<file path="src/rtl/cls_pwm_interval_tick_gen.sv">
// PWM interval tick generator: emits a one-cycle tick at the start of every
// PWM period and supports glitch-free runtime period changes via a
// request/busy/done handshake applied only on period boundaries.
module cls_pwm_interval_tick_gen #(
  parameter int unsigned CLK_RATE_HZ  = 50000000,
  parameter int unsigned DUTY_RATE_HZ = 1000,
  parameter int unsigned DIV_WIDTH    = 16,
  parameter int unsigned DEFAULT_DIV  = CLK_RATE_HZ / DUTY_RATE_HZ
) (
  input  logic                 CLK,
  input  logic                 RESET_N,
  input  logic                 ENABLE,
  input  logic                 SYNC,
  input  logic [DIV_WIDTH-1:0] RATE_DIV,
  input  logic                 RATE_LOAD_REQ,
  output logic                 RATE_LOAD_BUSY,
  output logic                 RATE_LOAD_DONE,
  output logic                 PWM_INTERVAL_TICK,
  output logic [2:0]           TICK_INDEX
);

  localparam logic [DIV_WIDTH-1:0] DEF_DIV = DIV_WIDTH'(DEFAULT_DIV);
  localparam logic [DIV_WIDTH-1:0] ONE     = DIV_WIDTH'(1);
  localparam logic [DIV_WIDTH-1:0] TWO     = DIV_WIDTH'(2);

  typedef enum logic {
    LD_IDLE,
    LD_PENDING
  } ld_state_e;

  ld_state_e            ld_state_q, ld_state_d;
  logic [DIV_WIDTH-1:0] count_q, count_d;
  logic [DIV_WIDTH-1:0] active_q, active_d;
  logic [DIV_WIDTH-1:0] pending_q, pending_d;
  logic                 tick_q, tick_d;
  logic                 done_q, done_d;
  logic [2:0]           idx_q, idx_d;

  logic                 terminal;
  logic                 reload;
  logic                 apply;
  logic                 accept;
  logic [DIV_WIDTH-1:0] div_clamped;
  logic [DIV_WIDTH-1:0] reload_val;

  // Boundary detection and handshake qualifiers shared by all next-state logic
  always_comb begin
    terminal    = (count_q == '0);
    // A disabled cycle counts as a boundary so a pending divisor lands at once
    reload      = !ENABLE || SYNC || terminal;
    apply       = (ld_state_q == LD_PENDING) && reload;
    accept      = RATE_LOAD_REQ && (ld_state_q == LD_IDLE);
    div_clamped = (RATE_DIV < TWO) ? TWO : RATE_DIV;
    reload_val  = apply ? (pending_q - ONE) : (active_q - ONE);
  end

  // Load-handshake state register
  always_ff @(posedge CLK or negedge RESET_N) begin
    if (!RESET_N) begin
      ld_state_q <= LD_IDLE;
    end else begin
      ld_state_q <= ld_state_d;
    end
  end

  // Load-handshake next state: capture on accepted request, release on apply
  always_comb begin
    ld_state_d = ld_state_q;
    unique case (ld_state_q)
      LD_IDLE:    if (accept) ld_state_d = LD_PENDING;
      LD_PENDING: if (apply)  ld_state_d = LD_IDLE;
      default:    ld_state_d = LD_IDLE;
    endcase
  end

  // Load-handshake outputs
  always_comb begin
    RATE_LOAD_BUSY = (ld_state_q == LD_PENDING);
  end

  // Counter, divisor and tick next-state
  always_comb begin
    count_d   = reload ? reload_val : (count_q - ONE);
    active_d  = apply ? pending_q : active_q;
    pending_d = accept ? div_clamped : pending_q;
    // SYNC suppresses the terminal tick of the period it restarts
    tick_d    = ENABLE && !SYNC && terminal;
    done_d    = apply;
    idx_d     = tick_d ? (idx_q + 3'd1) : idx_q;
  end

  // Datapath registers
  always_ff @(posedge CLK or negedge RESET_N) begin
    if (!RESET_N) begin
      count_q   <= DEF_DIV - ONE;
      active_q  <= DEF_DIV;
      pending_q <= '0;
      tick_q    <= 1'b0;
      done_q    <= 1'b0;
      idx_q     <= '0;
    end else begin
      count_q   <= count_d;
      active_q  <= active_d;
      pending_q <= pending_d;
      tick_q    <= tick_d;
      done_q    <= done_d;
      idx_q     <= idx_d;
    end
  end

  assign RATE_LOAD_DONE    = done_q;
  assign PWM_INTERVAL_TICK = tick_q;
  assign TICK_INDEX        = idx_q;

endmodule

</file>
<file path="config.mk">
export PLATFORM = sky130hd
export DESIGN_NAME = cls_pwm_interval_tick_gen
export DESIGN_NICKNAME = d
export VERILOG_FILES = /design/src/rtl/cls_pwm_interval_tick_gen.sv
export SDC_FILE = /design/constraint.sdc
export NUM_CORES = 1
export LEC_CHECK = 0
export ABC_CLOCK_PERIOD_IN_PS = 3900
export BUFFER_PORTS_ARGS = -buffer_cell sky130_fd_sc_hd__buf_2
export CORE_ASPECT_RATIO = 0.8
export CORE_MARGIN = 3
export CORE_UTILIZATION = 53
export CTS_CLUSTER_DIAMETER = 150
export DETAILED_ROUTE_END_ITERATION = 12
export GPL_ROUTABILITY_DRIVEN = 0
export PLACE_DENSITY = 0.83
export SYNTH_ARGS = -nofsm -noshare
export SYNTH_HDL_FRONTEND = slang
export SYNTH_SLANG_ARGS = --single-unit
</file>
<file path="constraint.sdc">
create_clock -name CLK -period 3.9 [get_ports CLK]
set_clock_uncertainty 0.2 [all_clocks]
set_input_delay 0 -clock CLK [delete_from_list [all_inputs] [get_ports CLK]]
set_output_delay 0 -clock CLK [all_outputs]
set_load 0.02 [all_outputs]
</file>
==> Word level (Yosys, flattened, before mapping) <==
Cells that the tools add are included.
{ "word_totals": {"register_bits": 54, "input_bits": 21, "wordCells": 28, "out_inout_bits": 6} }
{ "op_classes": {"bitwise": 1, "n_mux": 6, "magnitude_cmp": 1, "n_addsub": 4, "n_reduce_logical": 9} }
{ "ops": {"columns": ["operator", "n"], "rows": [
  ["two-way mux 16 bit", 3],
  ["subtractor 16 x 1 -> 16 bit, second input constant", 3],
  ["logical NOT 16 bit", 1],
  ["< comparator 16 x 2 -> 1 bit, second input constant", 1],
  ["logical AND 1 bit", 4],
  ["adder 3 x 1 -> 3 bit, second input constant", 1],
  ["logical NOT 1 bit", 2],
  ["logical OR 1 bit", 2],
  ["two-way mux 1 bit", 2],
  ["case mux 1 bit (2 select lines)", 1],
  ["inverter 1 bit", 1]
]} }

==> Logic depth before layout (Yosys ltp) <==
Gate-level depths: netlist (run 1).
{ "depth": {"word_depth": 6, "depth_mapped": 13, "ltp_nobuf": 10} }

==> Worst setup path after synthesis (run 1) <==
Ideal clock, no wire load.
{ "synth_path": {"path_type": "register -> register", "from": "register ld_state_q, in the netlist RATE_LOAD_BUSY", "to": "register count_q[12]", "period_less_slack_ns": 3.153, "arrival_time_ns": 2.832, "t_required_ns": 3.579, "setup_slack_ns": 0.747, "n_path_buf": 3, "stages_incl_launch_ff": 12, "path_cell_list": "dfrtp_1 > buf_2 > buf_4 > buf_1 > mux2i_1 > nor2_1 > a21oi_1 > ha_1 > o21ai_0 > a21oi_1 > o2111ai_1 > a22o_1"} }
{ "synth_between": {"elab_chain_cells": 3} }
{ "synth_rtl": {"columns": ["item", "line_no", "text"], "rows": [
  ["start: declaration", "31", "ld_state_e ld_state_q, ld_state_d;"],
  ["start signal: assignment", "62", "ld_state_q <= ld_state_d;"],
  ["logical AND 1 bit", "51", "apply = (ld_state_q == LD_PENDING) && reload;"],
  ["two-way mux 16 bit", "54", "reload_val = apply ? (pending_q - ONE) : (active_q - ONE);"],
  ["two-way mux 16 bit", "83", "count_d = reload ? reload_val : (count_q - ONE);"],
  ["via count_d[12]", "32", "logic [DIV_WIDTH-1:0] count_q, count_d;"],
  ["end signal: assignment", "95", "count_q <= DEF_DIV - ONE;"],
  ["end signal: assignment", "102", "count_q <= count_d;"],
  ["end: declaration", "32", null]
]} }
The timed path passes the listed nets, and every way through them passes these cells.
A chain may end at the register's enable or synchronous reset.

==> Final worst setup path (run 1) <==
{ "layout_path": {"from": "register count_q[6]", "to": "register count_q[12]"} }
{ "layout_between": {"elab_chain_cells": 5, "word_cells_on_any_way": 6, "cone_classes": "1 x add/sub; 2 x mux; 3 x reduce/logical"} }
{ "layout_rtl": {"columns": ["item", "line_no"], "rows": [
  ["branches (longest 4 deep; another with subtractor 16 x 1 -> 16 bit)", null],
  ["two-way mux 16 bit *", "83"],
  ["via count_d[12]", "32"]
]} }
Mark *: on every way through the listed nets, which the timed path passes.

==> metrics.sh, run 1 <==
CTS.PATH.MAX_BUFFERS=2
FIN_CRIT_SH_PCT=86.5
FIN_SETUP_TNS_NS=0
POST_SYNTH_INST_COUNT=257
CLK_PIN_SLEW_NS=0.10
DIE_H_UM=72.1
TIMING.CRITICAL_PATH.FROM_TYPE='flop'
RSZ_0062_RAISED_AFTER_GLOBAL_ROUTING='false'
TRITONCTS='done'
AVGROUTEDWIREPERCELL_UM=16.9
CP_SLOWEST_STAGE_DELAY_NS=0.57
HOLD_VIOLATIONS=0
REPORT.FINAL.SLEW_VIOL_COUNT=0
SYNTH.LIB_CELLS_USED.DISTINCT=47
FIRST_GLOBAL_VIAS=2117
GRT_PASS1_WL_MM=10.3
VIA_COUNT=2143
DP_WORST_SETUP_SLACK_NS=0.599
STD_CELL_ROWS=23
REMAINING_DRC_ERRORS=0
FINALNONFILLERCELLS=366
ARRIVAL_NS=3.39
CTS_HTREE_LEVELS=2
IR_WORST_VDD_mV=0.283
CTS_RESIZED=0
SYNTH_TOP_CELLS_BY_COUNT='dfrtp_1, mux2_2, nor2_1, mux2i_1'
WORST_PIN_SLEW_NS=0.702
CLK_ROOT_BUFFER_CELL='clkbuf_8'
POST_SYNTH_ARST_SHARE_PCT=100
CPMAXSTAGEDELAYCELL='dfstp_2'
DIE_AREA_UM2=6390
WORSTSETUPPATHTYPE='reg -> reg'
MAPPEDNETLISTNETS=280
DRT-TOTAL-WL_MM=6.19
CRITPATHREQUIREDTIME_NS=3.91
ROUTE.ANTENNA.REMAINING_NETS=0
AREA_LEADER_NETLIST='dfrtp_1'
MAXIMUM_NUMBER_OF_PINS_ON_ONE_NET_BEFORE_GLOBAL_ROUTE_REPAIR=29
STATUS='completed'
POWER.DENSITY_CELL_AREA_nW_PER_UM2=543
CP-END-KIND='flop'
PORT-BUFFER-COUNT=26
PLACED_CELLS=339
POST_CTS_BUFFERS=0
AREAGROWTHSYNTHTOFINISH_PCT=16.7
COREAREA_UM2=5150
GLOBALROUTEOVERFLOWTOTAL=0
DRTITER0DRC=119
POSTSYNTHREGISTERBITS=54
YOSYSWARNINGCOUNT=0
SEQ_AREA_FRAC_SYNTH_PCT=47.4
SYNTH.AREA.TOP_CELLS='dfrtp_1, dfstp_2, mux2_2, mux2i_1, xor2_1'
SYNTH_EDF_COUNT=0
NUM_IO_PINS=27
TIMING.CRITICAL_PATH.MODE_CELL='a21oi_1'
WORSTHOLDPATHTYPE='in -> async'
P_LEAK_nW=1.45
TIMING.CRITICAL_PATH.FANOUT_MAX=11
CTS_HOLD_REPAIR.BUFFERS=19
CTS_INSERTED_BUFFERS=5
DRIVE_ABOVE_1_SHARE_PCT=30.6
CRITICAL_PATH.CELL_CHAIN='or3_4 -> and4b_1 -> a31oi_2 -> nor2_1 -> a21oi_1 -> ha_1 -> o21ai_0 -> a21oi_1 -> o2111ai_1 -> a22o_1'
SYN-MEAN-INSTANCE-AREA_UM2=11.3
FINALSETUPVIOLCOUNT=0
CLK-INSERTION-DELAY-LATE_NS=0.32
TIMING.FINAL.WS_SETUP_NS=0.525
SYNTH_AREA_UM2=2890
WORST_SLEW_MARGIN_REL_PCT=53.1
DIEWIDTH_UM=88.6
PREDOMINANT_POST_SYNTHESIS_FLOP_CELL='dfrtp_1'
DETAILED_PLACEMENT_WIRELENGTH_ESTIMATE_MM=4.29
FILLERINSTANCES=383
MAXCLOCKFREQUENCY_GHz=0.296
TRACK_USAGE_PCT=21.0
POST-ROUTE-MIN-PERIOD_NS=3.37
ANTENNA-DIODE-COUNT=0
YOSYSMOSTFREQUENTCELL='dfrtp_1'
SYNTHDOMINANTCELLAREASHARE_PCT=33.7
FINISH.NET_COUNT=326
CAP_VIOL_MAX_COUNT=0
ROUTED_VIA_DENSITY=5.86
DRT_PASS1_ITERATIONS=4
CTS_NUM_SINKS=54
START_UTIL_PCT=56.2
GRT_ANTENNA_BEFORE_REPAIR=0
## through the flow
step	utilization, %	cell area [µm²]	hold WS (ns)	total power, W
finish	65.6	3380	0.0199	0.00183
global route	65.6	3380	0.0911	0.00194
CTS	65.6	3380	0.0342	0.00184
detailed placement	59.6	3070	-0.155	0.00143
global placement	59.6	3070	-0.155	0.00140
floorplan	-	2890	-0.496	0.00128
## sequential cells by signal, indices dropped and copies added (netlist names)
register and flops:
active_q 16, count_q 16, pending_q 16, TICK_INDEX 3, PWM_INTERVAL_TICK 1, RATE_LOAD_BUSY 1, RATE_LOAD_DONE 1
## placed cells by master, fill, tap and decap left out, types with 3 or more instances in the layout
cell,Yosys,routed
a21oi_1,9,9
buf_2,2,26
buf_4,3,6
clkbuf_8,0,5
dfrtp_1,39,39
dfstp_2,15,15
dlygate4sd3_1,0,19
inv_1,3,3
mux2_2,26,26
mux2_4,7,7
mux2i_1,17,17
nand2_1,15,15
nand2b_1,3,3
nand3_1,4,4
nor2_1,24,24
nor3_1,6,6
nor3b_1,3,3
nor4_1,8,8
o21ai_0,11,11
xnor2_1,6,6
xor2_1,15,15
## kinds of logic after synthesis
group / Yosys count / share of synthesized area [%]
AO/OA/AOI/OAI: 40 / 8.95
XOR/XNOR: 21 / 6.36
adder cells (fa/ha/maj): 2 / 0.865
buffers and inverters: 15 / 3.20
flip-flops: 54 / 47.4
multiplexers: 50 / 19.6
AND/OR/NAND/NOR: 75 / 13.6
## report_power, final
part	total [W]	switching (W)	internal [W]
sequential	0.000913	0.000152	0.000760
combinational	0.000531	0.000255	0.000275
clock	0.000391	0.000197	0.000195
## area by class of cell
class | count | area [µm²] | share of cell area [%]
clock inverter | 3 | 47.5 | 1.41
tap | 62 | 77.6 | 2.30
sequential | 54 | 1370 | 40.6
clock buffer | 5 | 68.8 | 2.04
timing repair buffer | 51 | 365 | 10.8
multi-input combinational | 188 | 1440 | 42.5
inverter | 3 | 11.3 | 0.333
## critical path: cells and delay by family (launching register included)
| kind | cells | cell delay (ns) |
|---|---|---|
| flops | 1 | 0.57 |
| fa+ha+maj | 1 | 0.30 |
| simple gates | 3 | 0.51 |
| compound gates | 6 | 1.69 |
## per-layer routing
layer	vias to the layer above	global-route usage, %	share of wire, %
li1	1014	-	-
met1	1055	30.2	49
met2	62	31.3	44
met3	12	4.43	4.2
met4	0	7.89	2.1
met5	-	0	0
## path summary, 6_finish.rpt
path | from | to | slack [ns] | cells past startpoint
max | count_q[6] | count_q[12] | 0.53 | 10
min | RESET_N | RATE_LOAD_DONE | 0.02 | 2
max reg2reg | count_q[6] | count_q[12] | 0.53 | 10
min reg2reg | TICK_INDEX[2] | TICK_INDEX[2] | 0.27 | 1
max in group asynchronous | RESET_N | count_q[8] | 2.66 | 3
min in group CLK | RATE_LOAD_REQ | pending_q[0] | 0.08 | 4
Power figures use the tool's default switching activity.
==> run 2: changes to the inputs <==
Settings changed: ABC_CLOCK_PERIOD_IN_PS 3900 to unset, CELL_PAD_IN_SITES_DETAIL_PLACEMENT set to 1, CELL_PAD_IN_SITES_GLOBAL_PLACEMENT set to 1, CORE_UTILIZATION 53 to 47, PLACE_DENSITY 0.83 to 0.9.
==> run 2 against run 1 <==
Routed wire length rose by 28%. Global-route usage grew 2.7 points. Critical path depth fell by 1. Die area grew 12%. Clock-buffer cell count increased by 1. Register-to-register slack improved by 0.14 ns. Critical endpoint unchanged. Highest routed layer unchanged.
==> metrics.sh, run 2 (synthesized netlist as in run 1, its figures left out) <==
FIN_SETUP_TNS_NS=0  # unchanged
CAP_VIOL_MAX_COUNT=0  # unchanged
NUM_IO_PINS=27  # unchanged
ROUTE.ANTENNA.REMAINING_NETS=0  # unchanged
DIE_AREA_UM2=7140  # +12%
STD_CELL_ROWS=24  # +4.3%
DRTITER0DRC=102  # -14%
REPORT.FINAL.SLEW_VIOL_COUNT=0  # unchanged
POST-ROUTE-MIN-PERIOD_NS=3.23  # -0.145 ns
TIMING.CRITICAL_PATH.MODE_CELL='a21oi_1'
CTS_NUM_SINKS=54  # unchanged
POST_CTS_BUFFERS=0  # unchanged
DRT-TOTAL-WL_MM=7.93  # +28%
FILLERINSTANCES=607  # +58%
ANTENNA-DIODE-COUNT=0  # unchanged
WORST_SLEW_MARGIN_REL_PCT=48.6  # -4.5 points
FIN_CRIT_SH_PCT=82.8  # -3.7 points
IR_WORST_VDD_mV=0.268  # -5.5%
CLK_PIN_SLEW_NS=0.11  # about the same
TRACK_USAGE_PCT=23.7  # +2.7 points
CTS.PATH.MAX_BUFFERS=2  # unchanged
RSZ_0062_RAISED_AFTER_GLOBAL_ROUTING='false'
WORST_PIN_SLEW_NS=0.768  # +0.0667 ns
CP-END-KIND='flop'
GLOBALROUTEOVERFLOWTOTAL=0  # unchanged
TIMING.CRITICAL_PATH.FROM_TYPE='flop'
CP_SLOWEST_STAGE_DELAY_NS=0.42  # -0.15 ns
MAXCLOCKFREQUENCY_GHz=0.310  # +4.5%
AVGROUTEDWIREPERCELL_UM=20.8  # +23%
FINALNONFILLERCELLS=382  # +4.4%
MAXIMUM_NUMBER_OF_PINS_ON_ONE_NET_BEFORE_GLOBAL_ROUTE_REPAIR=55  # +90%
COREAREA_UM2=5710  # +11%
GRT_PASS1_WL_MM=13.1  # +28%
AREAGROWTHSYNTHTOFINISH_PCT=16.8  # about the same
PATH_BUF_INV=0  # unchanged
ROUTED_VIA_DENSITY=5.81  # -0.75%
CLK_ROOT_BUFFER_CELL='clkbuf_8'
CRITICAL_PATH.CELL_CHAIN='or3_4 -> and4b_1 -> a31oi_2 -> a21oi_1 -> ha_1 -> o21ai_0 -> a21oi_1 -> o2111ai_1 -> a22o_1'
TRITONCTS='done'
CTS_HTREE_LEVELS=2  # unchanged
FINISH.NET_COUNT=326  # unchanged
VIA_COUNT=2220  # +3.6%
CLK-INSERTION-DELAY-LATE_NS=0.33  # about the same
DIEWIDTH_UM=93.7  # +5.8%
LAYOUT.CELLS.MOST_COMMON='dfrtp_1'
P_LEAK_nW=1.44  # -0.75%
CPMAXSTAGEDELAYCELL='dfrtp_1'
DRIVE_ABOVE_1_SHARE_PCT=30.6  # unchanged
FINALSETUPVIOLCOUNT=0  # unchanged
REMAINING_DRC_ERRORS=0  # unchanged
START_UTIL_PCT=50.7  # -5.5 points
PATH_DELAY_FAMILY='compound AO/OA/AOI/OAI gates'
DIE_H_UM=76.2  # +5.7%
POWER.DENSITY_CELL_AREA_nW_PER_UM2=544  # +0.15%
DRT_PASS1_ITERATIONS=4  # unchanged
PORT-BUFFER-COUNT=26  # unchanged
FIRST_GLOBAL_VIAS=2447  # +16%
MOSTFREQUENTLAYOUTCELLS='dfrtp_1, mux2_2, buf_2'
CRITPATHREQUIREDTIME_NS=3.91  # about the same
CTS_INSERTED_BUFFERS=5  # unchanged
DETAILED_PLACEMENT_WIRELENGTH_ESTIMATE_MM=5.00  # +17%
CTS_RESIZED=0  # unchanged
WORSTHOLDPATHTYPE='in -> async'
TOP_REGS='active_q: 16 flops, count_q: 16 flops, pending_q: 16 flops'
WORSTSETUPPATHTYPE='reg -> reg'
ARRIVAL_NS=3.24  # -0.15 ns
GRT_ANTENNA_BEFORE_REPAIR=0  # unchanged
CTS_HOLD_REPAIR.BUFFERS=19  # unchanged
PLACED_CELLS=355  # +4.7%
TIMING.CRITICAL_PATH.FANOUT_MAX=6  # -5
HOLD_VIOLATIONS=0  # unchanged
STATUS='completed'
==> run 2: final cells by class <==
cell class                 instances  area [µm²]  area share [%]
multi-input combinational        188        1440            42.5
clock inverter                     2        16.3           0.481
timing repair buffer              51         365            10.8
tap                               78        97.6            2.89
sequential                        54        1370            40.5
inverter                           3        11.3           0.333
clock buffer                       6        82.6            2.44
==> run 2: metal layers <==
metal	GRT usage [%]	part of all wire [%]	wire [µm]
met4	6.93	1.9	148
met1	32.6	45	3600
met2	37.3	48	3780
met3	5.43	5.1	401
met5	0	0	0
==> run 2: worst reg2reg max path, delay by kind of cell, from the launching register on <==
kind / cells / cell delay [ns]
compound gates: 6 / 1.43
fa+ha+maj: 1 / 0.32
flops: 1 / 0.42
simple gates: 2 / 0.77
==> run 2: final timing paths <==
kind	startpoint	end	slack, ns	cells past startpoint
worst max-delay path	count_q[7]	count_q[12]	0.67	9
worst min-delay path	RESET_N	pending_q[3]	0.11	3
worst max register to register	count_q[7]	count_q[12]	0.67	9
worst min register to register	TICK_INDEX[2]	TICK_INDEX[2]	0.28	1
max in group asynchronous	RESET_N	count_q[5]	2.91	3
min in group CLK	ENABLE	PWM_INTERVAL_TICK	0.12	3
==> run 2: per-stage QoR <==
stage	power (W)	hold WS (ns)	utilization, %	area, µm²	setup WS (ns)
after CTS	0.00182	0.0524	59.2	3380	0.677
after floorplan	0.00128	-0.496	-	2890	0.747
after detailed placement	0.00145	-0.0305	54.2	3090	0.698
final	0.00184	0.111	59.2	3380	0.670
after global placement	0.00140	-0.0409	54.2	3090	0.885
after global routing	0.00195	0.138	59.2	3380	0.418
==> run 2: power by group <==
part | total [W] | switching, W | internal [W]
clock network | 0.000353 | 0.000206 | 0.000147
logic | 0.000563 | 0.000287 | 0.000276
registers | 0.000923 | 0.000162 | 0.000760
